<file path="config.mk">
export PLATFORM = sky130hd
export DESIGN_NAME = alu_req_sched
export DESIGN_NICKNAME = d
export VERILOG_FILES = /design/src/rtl/alu_sched_pkg.sv /design/src/rtl/alu_rr_grant.sv /design/src/rtl/alu_req_sched.sv
export SDC_FILE = /design/constraint.sdc
export NUM_CORES = 1
export LEC_CHECK = 0
export ABC_AREA = 1
export CORE_ASPECT_RATIO = 1.4
export CORE_MARGIN = 8
export CORE_UTILIZATION = 30
export DETAILED_ROUTE_END_ITERATION = 8
export SLEW_MARGIN = 20
export SYNTH_ARGS = -nofsm -noshare
export SYNTH_HDL_FRONTEND = slang
export SYNTH_SLANG_ARGS = --single-unit
export TNS_END_PERCENT = 1
</file>
<file path="constraint.sdc">
create_clock -name clk -period 1.47 [get_ports clk]
set_input_delay 0.2205 -clock clk [delete_from_list [all_inputs] [get_ports clk]]
set_output_delay 0.2205 -clock clk [all_outputs]
set_load 0.01 [all_outputs]
</file>
<file path="src/rtl/alu_sched_pkg.sv">
// alu_sched_pkg: shared constants and types for the two-requester ALU scheduler.
// Holds the default operand width, ALU command codes, FSM state encoding
// and the bit positions of the response flag vector.
package alu_sched_pkg;

  localparam int W_DEF = 8;

  // ALU command codes used by the scheduler (4-bit cmd field)
  localparam logic [3:0] CMD_ADD     = 4'd0;
  localparam logic [3:0] CMD_MUL_INC = 4'd9;
  localparam logic [3:0] CMD_MUL_SHL = 4'd10;
  localparam logic [3:0] CMD_ROL     = 4'd12;
  localparam logic [3:0] CMD_ROR     = 4'd13;

  typedef enum logic [1:0] {
    ST_IDLE  = 2'd0,
    ST_ISSUE = 2'd1,
    ST_WAIT  = 2'd2,
    ST_RESP  = 2'd3
  } sched_state_t;

  // Bit positions inside rsp_flags = {cout, oflow, g, l, e, err}
  localparam int FLAG_ERR   = 0;
  localparam int FLAG_E     = 1;
  localparam int FLAG_L     = 2;
  localparam int FLAG_G     = 3;
  localparam int FLAG_OFLOW = 4;
  localparam int FLAG_COUT  = 5;

  // Multiplies are the only commands with the longer ALU latency
  function automatic logic is_mul(input logic mode, input logic [3:0] cmd);
    return mode && ((cmd == CMD_MUL_INC) || (cmd == CMD_MUL_SHL));
  endfunction

endpackage

</file>
<file path="src/rtl/alu_rr_grant.sv">
// alu_rr_grant: combinational 2-way grant. A lone valid requester always
// wins; on a tie the requester named by ptr wins. Output is one-hot or zero.
module alu_rr_grant (
  input  logic [1:0] valid,
  input  logic       ptr,
  output logic [1:0] grant
);

  // Pick the winner from the valid bits, breaking ties with ptr
  always_comb begin
    grant = 2'b00;
    case (valid)
      2'b01:   grant = 2'b01;
      2'b10:   grant = 2'b10;
      2'b11:   grant = ptr ? 2'b10 : 2'b01;
      default: grant = 2'b00;
    endcase
  end

endmodule

</file>
<file path="src/rtl/alu_req_sched.sv">
// alu_req_sched: shares one ALU between two requesters. Accepts one operation
// at a time, issues it to the ALU for a single cycle, waits the command's
// latency, then presents result and flags to the issuing requester.
// Build option: define ALU_REQ_SCHED_RR_EN for round-robin tie breaking;
// otherwise requester 0 wins every tie and no pointer register exists.
module alu_req_sched
  import alu_sched_pkg::*;
#(
  parameter int W       = W_DEF,
  parameter int LAT     = 1,
  parameter int MUL_LAT = 2
) (
  input  logic           clk,
  input  logic           rst,
  input  logic [1:0]     req_valid,
  output logic [1:0]     req_ready,
  input  logic [2*W-1:0] req_opa,
  input  logic [2*W-1:0] req_opb,
  input  logic [1:0]     req_mode,
  input  logic [1:0]     req_cin,
  input  logic [7:0]     req_cmd,
  output logic           alu_ce,
  output logic [W-1:0]   alu_opa,
  output logic [W-1:0]   alu_opb,
  output logic           alu_mode,
  output logic           alu_cin,
  output logic [3:0]     alu_cmd,
  output logic [1:0]     alu_inp_valid,
  input  logic [W:0]     alu_res,
  input  logic           alu_cout,
  input  logic           alu_oflow,
  input  logic           alu_g,
  input  logic           alu_l,
  input  logic           alu_e,
  input  logic           alu_err,
  output logic [1:0]     rsp_valid,
  input  logic [1:0]     rsp_ready,
  output logic [W:0]     rsp_res,
  output logic [5:0]     rsp_flags
);

  localparam int LAT_MAX = (MUL_LAT > LAT) ? MUL_LAT : LAT;
  localparam int CW      = $clog2(LAT_MAX + 1);

  sched_state_t   state_reg;
  logic           owner_reg;
  logic [CW-1:0]  cnt_reg;
  logic [W-1:0]   opa_reg;
  logic [W-1:0]   opb_reg;
  logic           mode_reg;
  logic           cin_reg;
  logic [3:0]     cmd_reg;
  logic [1:0]     inp_valid_reg;
  logic [1:0]     rsp_valid_reg;
  logic [W:0]     rsp_res_reg;
  logic [5:0]     rsp_flags_reg;

  logic [1:0]     grant;
  logic           ptr;
  logic           win;
  logic           hs;

  // Unpacked per-requester views of the packed request buses
  logic [W-1:0]   opa_arr [2];
  logic [W-1:0]   opb_arr [2];
  logic [3:0]     cmd_arr [2];

  generate
    for (genvar gi = 0; gi < 2; gi++) begin : g_unpack
      assign opa_arr[gi] = req_opa[gi*W +: W];
      assign opb_arr[gi] = req_opb[gi*W +: W];
      assign cmd_arr[gi] = req_cmd[gi*4 +: 4];
    end
  endgenerate

  alu_rr_grant u_grant (
    .valid (req_valid),
    .ptr   (ptr),
    .grant (grant)
  );

  assign win       = grant[1];
  assign req_ready = ((state_reg == ST_IDLE) && !rst) ? grant : 2'b00;
  assign hs        = |(req_valid & req_ready);

`ifdef ALU_REQ_SCHED_RR_EN
  logic ptr_reg;

  // After each accepted request, favour the other requester on the next tie
  always_ff @(posedge clk) begin
    if (rst) begin
      ptr_reg <= 1'b0;
    end else if (hs) begin
      ptr_reg <= ~win;
    end
  end

  assign ptr = ptr_reg;
`else
  assign ptr = 1'b0;
`endif

  // Accept -> issue one cycle -> wait ALU latency -> hold response until taken
  always_ff @(posedge clk) begin
    if (rst) begin
      state_reg     <= ST_IDLE;
      owner_reg     <= 1'b0;
      cnt_reg       <= '0;
      opa_reg       <= '0;
      opb_reg       <= '0;
      mode_reg      <= 1'b0;
      cin_reg       <= 1'b0;
      cmd_reg       <= '0;
      inp_valid_reg <= 2'b00;
      rsp_valid_reg <= 2'b00;
      rsp_res_reg   <= '0;
      rsp_flags_reg <= '0;
    end else begin
      case (state_reg)
        ST_IDLE: begin
          if (hs) begin
            owner_reg     <= win;
            opa_reg       <= opa_arr[win];
            opb_reg       <= opb_arr[win];
            mode_reg      <= req_mode[win];
            cin_reg       <= req_cin[win];
            cmd_reg       <= cmd_arr[win];
            inp_valid_reg <= 2'b11;
            state_reg     <= ST_ISSUE;
          end
        end
        ST_ISSUE: begin
          inp_valid_reg <= 2'b00;
          cnt_reg       <= is_mul(mode_reg, cmd_reg) ? CW'(MUL_LAT) : CW'(LAT);
          state_reg     <= ST_WAIT;
        end
        ST_WAIT: begin
          if (cnt_reg <= CW'(1)) begin
            rsp_res_reg                <= alu_res;
            rsp_flags_reg[FLAG_COUT]   <= alu_cout;
            rsp_flags_reg[FLAG_OFLOW]  <= alu_oflow;
            rsp_flags_reg[FLAG_G]      <= alu_g;
            rsp_flags_reg[FLAG_L]      <= alu_l;
            rsp_flags_reg[FLAG_E]      <= alu_e;
            rsp_flags_reg[FLAG_ERR]    <= alu_err;
            rsp_valid_reg              <= owner_reg ? 2'b10 : 2'b01;
            cnt_reg                    <= '0;
            state_reg                  <= ST_RESP;
          end else begin
            cnt_reg <= cnt_reg - CW'(1);
          end
        end
        ST_RESP: begin
          if (rsp_ready[owner_reg]) begin
            rsp_valid_reg <= 2'b00;
            state_reg     <= ST_IDLE;
          end
        end
        default: state_reg <= ST_IDLE;
      endcase
    end
  end

  assign alu_ce        = ~rst;
  assign alu_opa       = opa_reg;
  assign alu_opb       = opb_reg;
  assign alu_mode      = mode_reg;
  assign alu_cin       = cin_reg;
  assign alu_cmd       = cmd_reg;
  assign alu_inp_valid = inp_valid_reg;
  assign rsp_valid     = rsp_valid_reg;
  assign rsp_res       = rsp_res_reg;
  assign rsp_flags     = rsp_flags_reg;

endmodule
</file>
==> impl_results.md <==
- Post-Syn Area per Cell: between 6 and 7 um2
- Worst-path cell chain: clkdlybuf4s50_1
- Final Max Slew Viols: 0
- Maximum VDD drop: roughly 0.00076 V
- Crit path buffers/inverters: 1
- Clock Sinks: 45
- Commonest cells post-synth: 91 x nor2_1, 64 x nand2_1, 45 x dfxtp_1
- Via count: roughly 2400
- Arrival @ worst endpoint: 1.21 ns
- Synth area leaders: dfxtp_1 43%, nor2_1 16%, nand2_1 12%
- Post-layout util: between 50 and 60%
- # placed instances: about 520
- Residual DRC: 0
- First-pass GRT wire length: between 10 and 15 mm
- Tmin final: 1.43 ns
- Clk buf depth: 2
- Pin count of the biggest net entering global routing: 28
- Status: complete, no violations
- Worst Setup End Kind: output pin
- Root Driver: clkbuf_8
- Top Layer Used: met4
- Clk slew on worst S/H paths: 0.09 ns
- Worst-margin pin slew: 0.255 ns
- Initial antenna violation count: 0
- Remaining global-route overflow: 0
- Slew headroom: 83.0%
- Family with the most delay on the worst path: buffers and inverters
- Layout net count: 505
- Setup crit start kind: flop
- WL final: 7.20 mm
- Max Cap Violations: 0
- Final setup fails: 0
- Pwr Density: approximately 1500 mW/mm2
- Core outline area: between 0.006 and 0.007 mm2
- Max reg flops: 9
- Synth area leader: dfxtp_1
- Row cnt: 36
- DP HPWL: 5.38 mm
- Ant diodes: 0
- Crit-path slowest cell: clkdlybuf4s50_1
- Hold WC Path Type: reg -> reg
- M1 wire length: roughly 3 mm
- Total I/O pin count: between 100 and 150
- Syn Inst Count: about 320
- Drt first pass iters: 4
- Synthesized area: approximately 0.0021 mm2
- Starting Density: a little under a third
- DRT iter0 DRCs: between 80 and 90
- Final hold vios: 0
- PnR Total Power: 5220 uW
- Most numerous cell in the Yosys netlist: nor2_1
- Final instance count without filler cells: ~530
- Final weighted congestion in routability-driven placement: around 0.81
- Hold_ws: 0.475 ns
- CTS tree: yes
- CTS buffer count: 5
- Number of synthesized register bits: 45
- Share of layout cells above drive strength 1: about 11%
- Area Overhead vs Synth: 70.6%
- WS Path Type: reg -> out
- Fraction of registers with async set/reset: 0%
- Area after DPL: between 0.003 and 0.004 mm2
- RSZ-0062 raised after global routing: true
- Leakage: between 0.0015 and 0.002 uW
- Die Y: 115 um
- WL/cell: approximately 14 um
- Antenna viol nets, final: 0
- Routed met3 length: approximately 740 um
- Yosys cell types: 16
- EDFF count, synth: 0
- Register area share after synthesis: between 40 and 50%
- Period Utilization, post-route: between 90% and 100%
- Peak Freq: 0.700 GHz
- Worst skew pair latency: around 0.30 ns
- Worst clock skew: between 0.007 and 0.008 ns
- DR vias/cell: 4.53
- Routed wl met2: approximately 3.3 mm
- Syn Nets: 386
- CP Data Required Time: roughly 1.3 ns
- Total GRT Usage: roughly 15%
- H-tree depth: 2
- Most common flop cell mapped by yosys: dfxtp_1
- Total die area: slightly below 0.01 mm2
- Top cell type's share of synthesized area: a little over two fifths
- Worst path max stage delay: between 0.5 and 0.6 ns
- Post-Layout Inst Area: 0.00356 mm2
- IO Port Bufs: 108
- Die W: between 80 and 90 um
- Vias in the first global route: between 2000 and 2500
- Max Fanout on Critical Path: 2
- Synth Warn #: 0
-- kinds of logic (layout without fill, tap and decap cells) --
group	count (synthesis)	in the layout	share of synthesized area, %
flip-flops	45	45	43.2
AO/OA/AOI/OAI	49	49	11.9
buffers and inverters	34	154	6.95
AND/OR/NAND/NOR	183	183	35.0
adder cells (fa/ha/maj)	5	5	3.00
-- cell usage in the layout (no fill, tap or decap), types with 7 or more instances in the layout --
master and n:
inv_1 13, clkdlybuf4s50_1 97, nand2_1 63, nor2_1 86, a21oi_1 9, nand3_1 25, buf_4 19, o21ai_1 7
o21ai_0 31, dfxtp_1 45
-- final cells by class --
class	count	area [um2]
timing repair buffer	129	1260
clock buffer	6	82.6
clock inverter	2	37.5
multi-input combinational	237	1090
inverter	17	67.6
fill	692	3290
sequential	45	901
tap	95	119
-- per-stage QoR --
| step | setup TNS (ns) | setup slack [ns] |
|---|---|---|
| final | 0 | 0.0404 |
| after global routing | -0.0426 | -0.0328 |
| after CTS | -0.881 | -0.111 |
| after detailed placement | -7.63 | -0.290 |
| after global placement | -7.40 | -0.293 |
| after floorplan | 0 | 0.139 |
-- power breakdown --
part | leakage [uW] | switching, uW | internal [uW]
Combinational | 0.00123 | 1160 | 1270
Clock | 0.0000574 | 422 | 553
Sequential | 0.000370 | 207 | 1600
-- worst paths after layout --
kind / slack [ns] / start / to / cells past startpoint
setup / recovery: 0.04 / alu_cin / alu_cin / 1
hold / removal: 0.48 / alu_cmd[2] / alu_cmd[2] / 2
setup reg to reg: 0.11 / state_reg[0] / rsp_valid[0] / 8
hold reg to reg: 0.48 / alu_cmd[2] / alu_cmd[2] / 2
-- layer usage --
layer	GRT usage [%]	vias up
li1	-	1231
met1	16.4	1077
met2	24.4	90
met3	6.11	7
met4	4.73	0
met5	0	-
-- what timing repair did --
| item | in CTS | in global routing |
|---|---|---|
| cloned | 0 | 0 |
| buffers inserted | 0 | 1 |
| pin swaps | 1 | 0 |
| hold buffers | 0 | 0 |
| gates resized for setup | 12 | 30 |
| setup endpoints to repair | 24 | 50 |
Note: power is estimated with default switching activity, not from simulation.
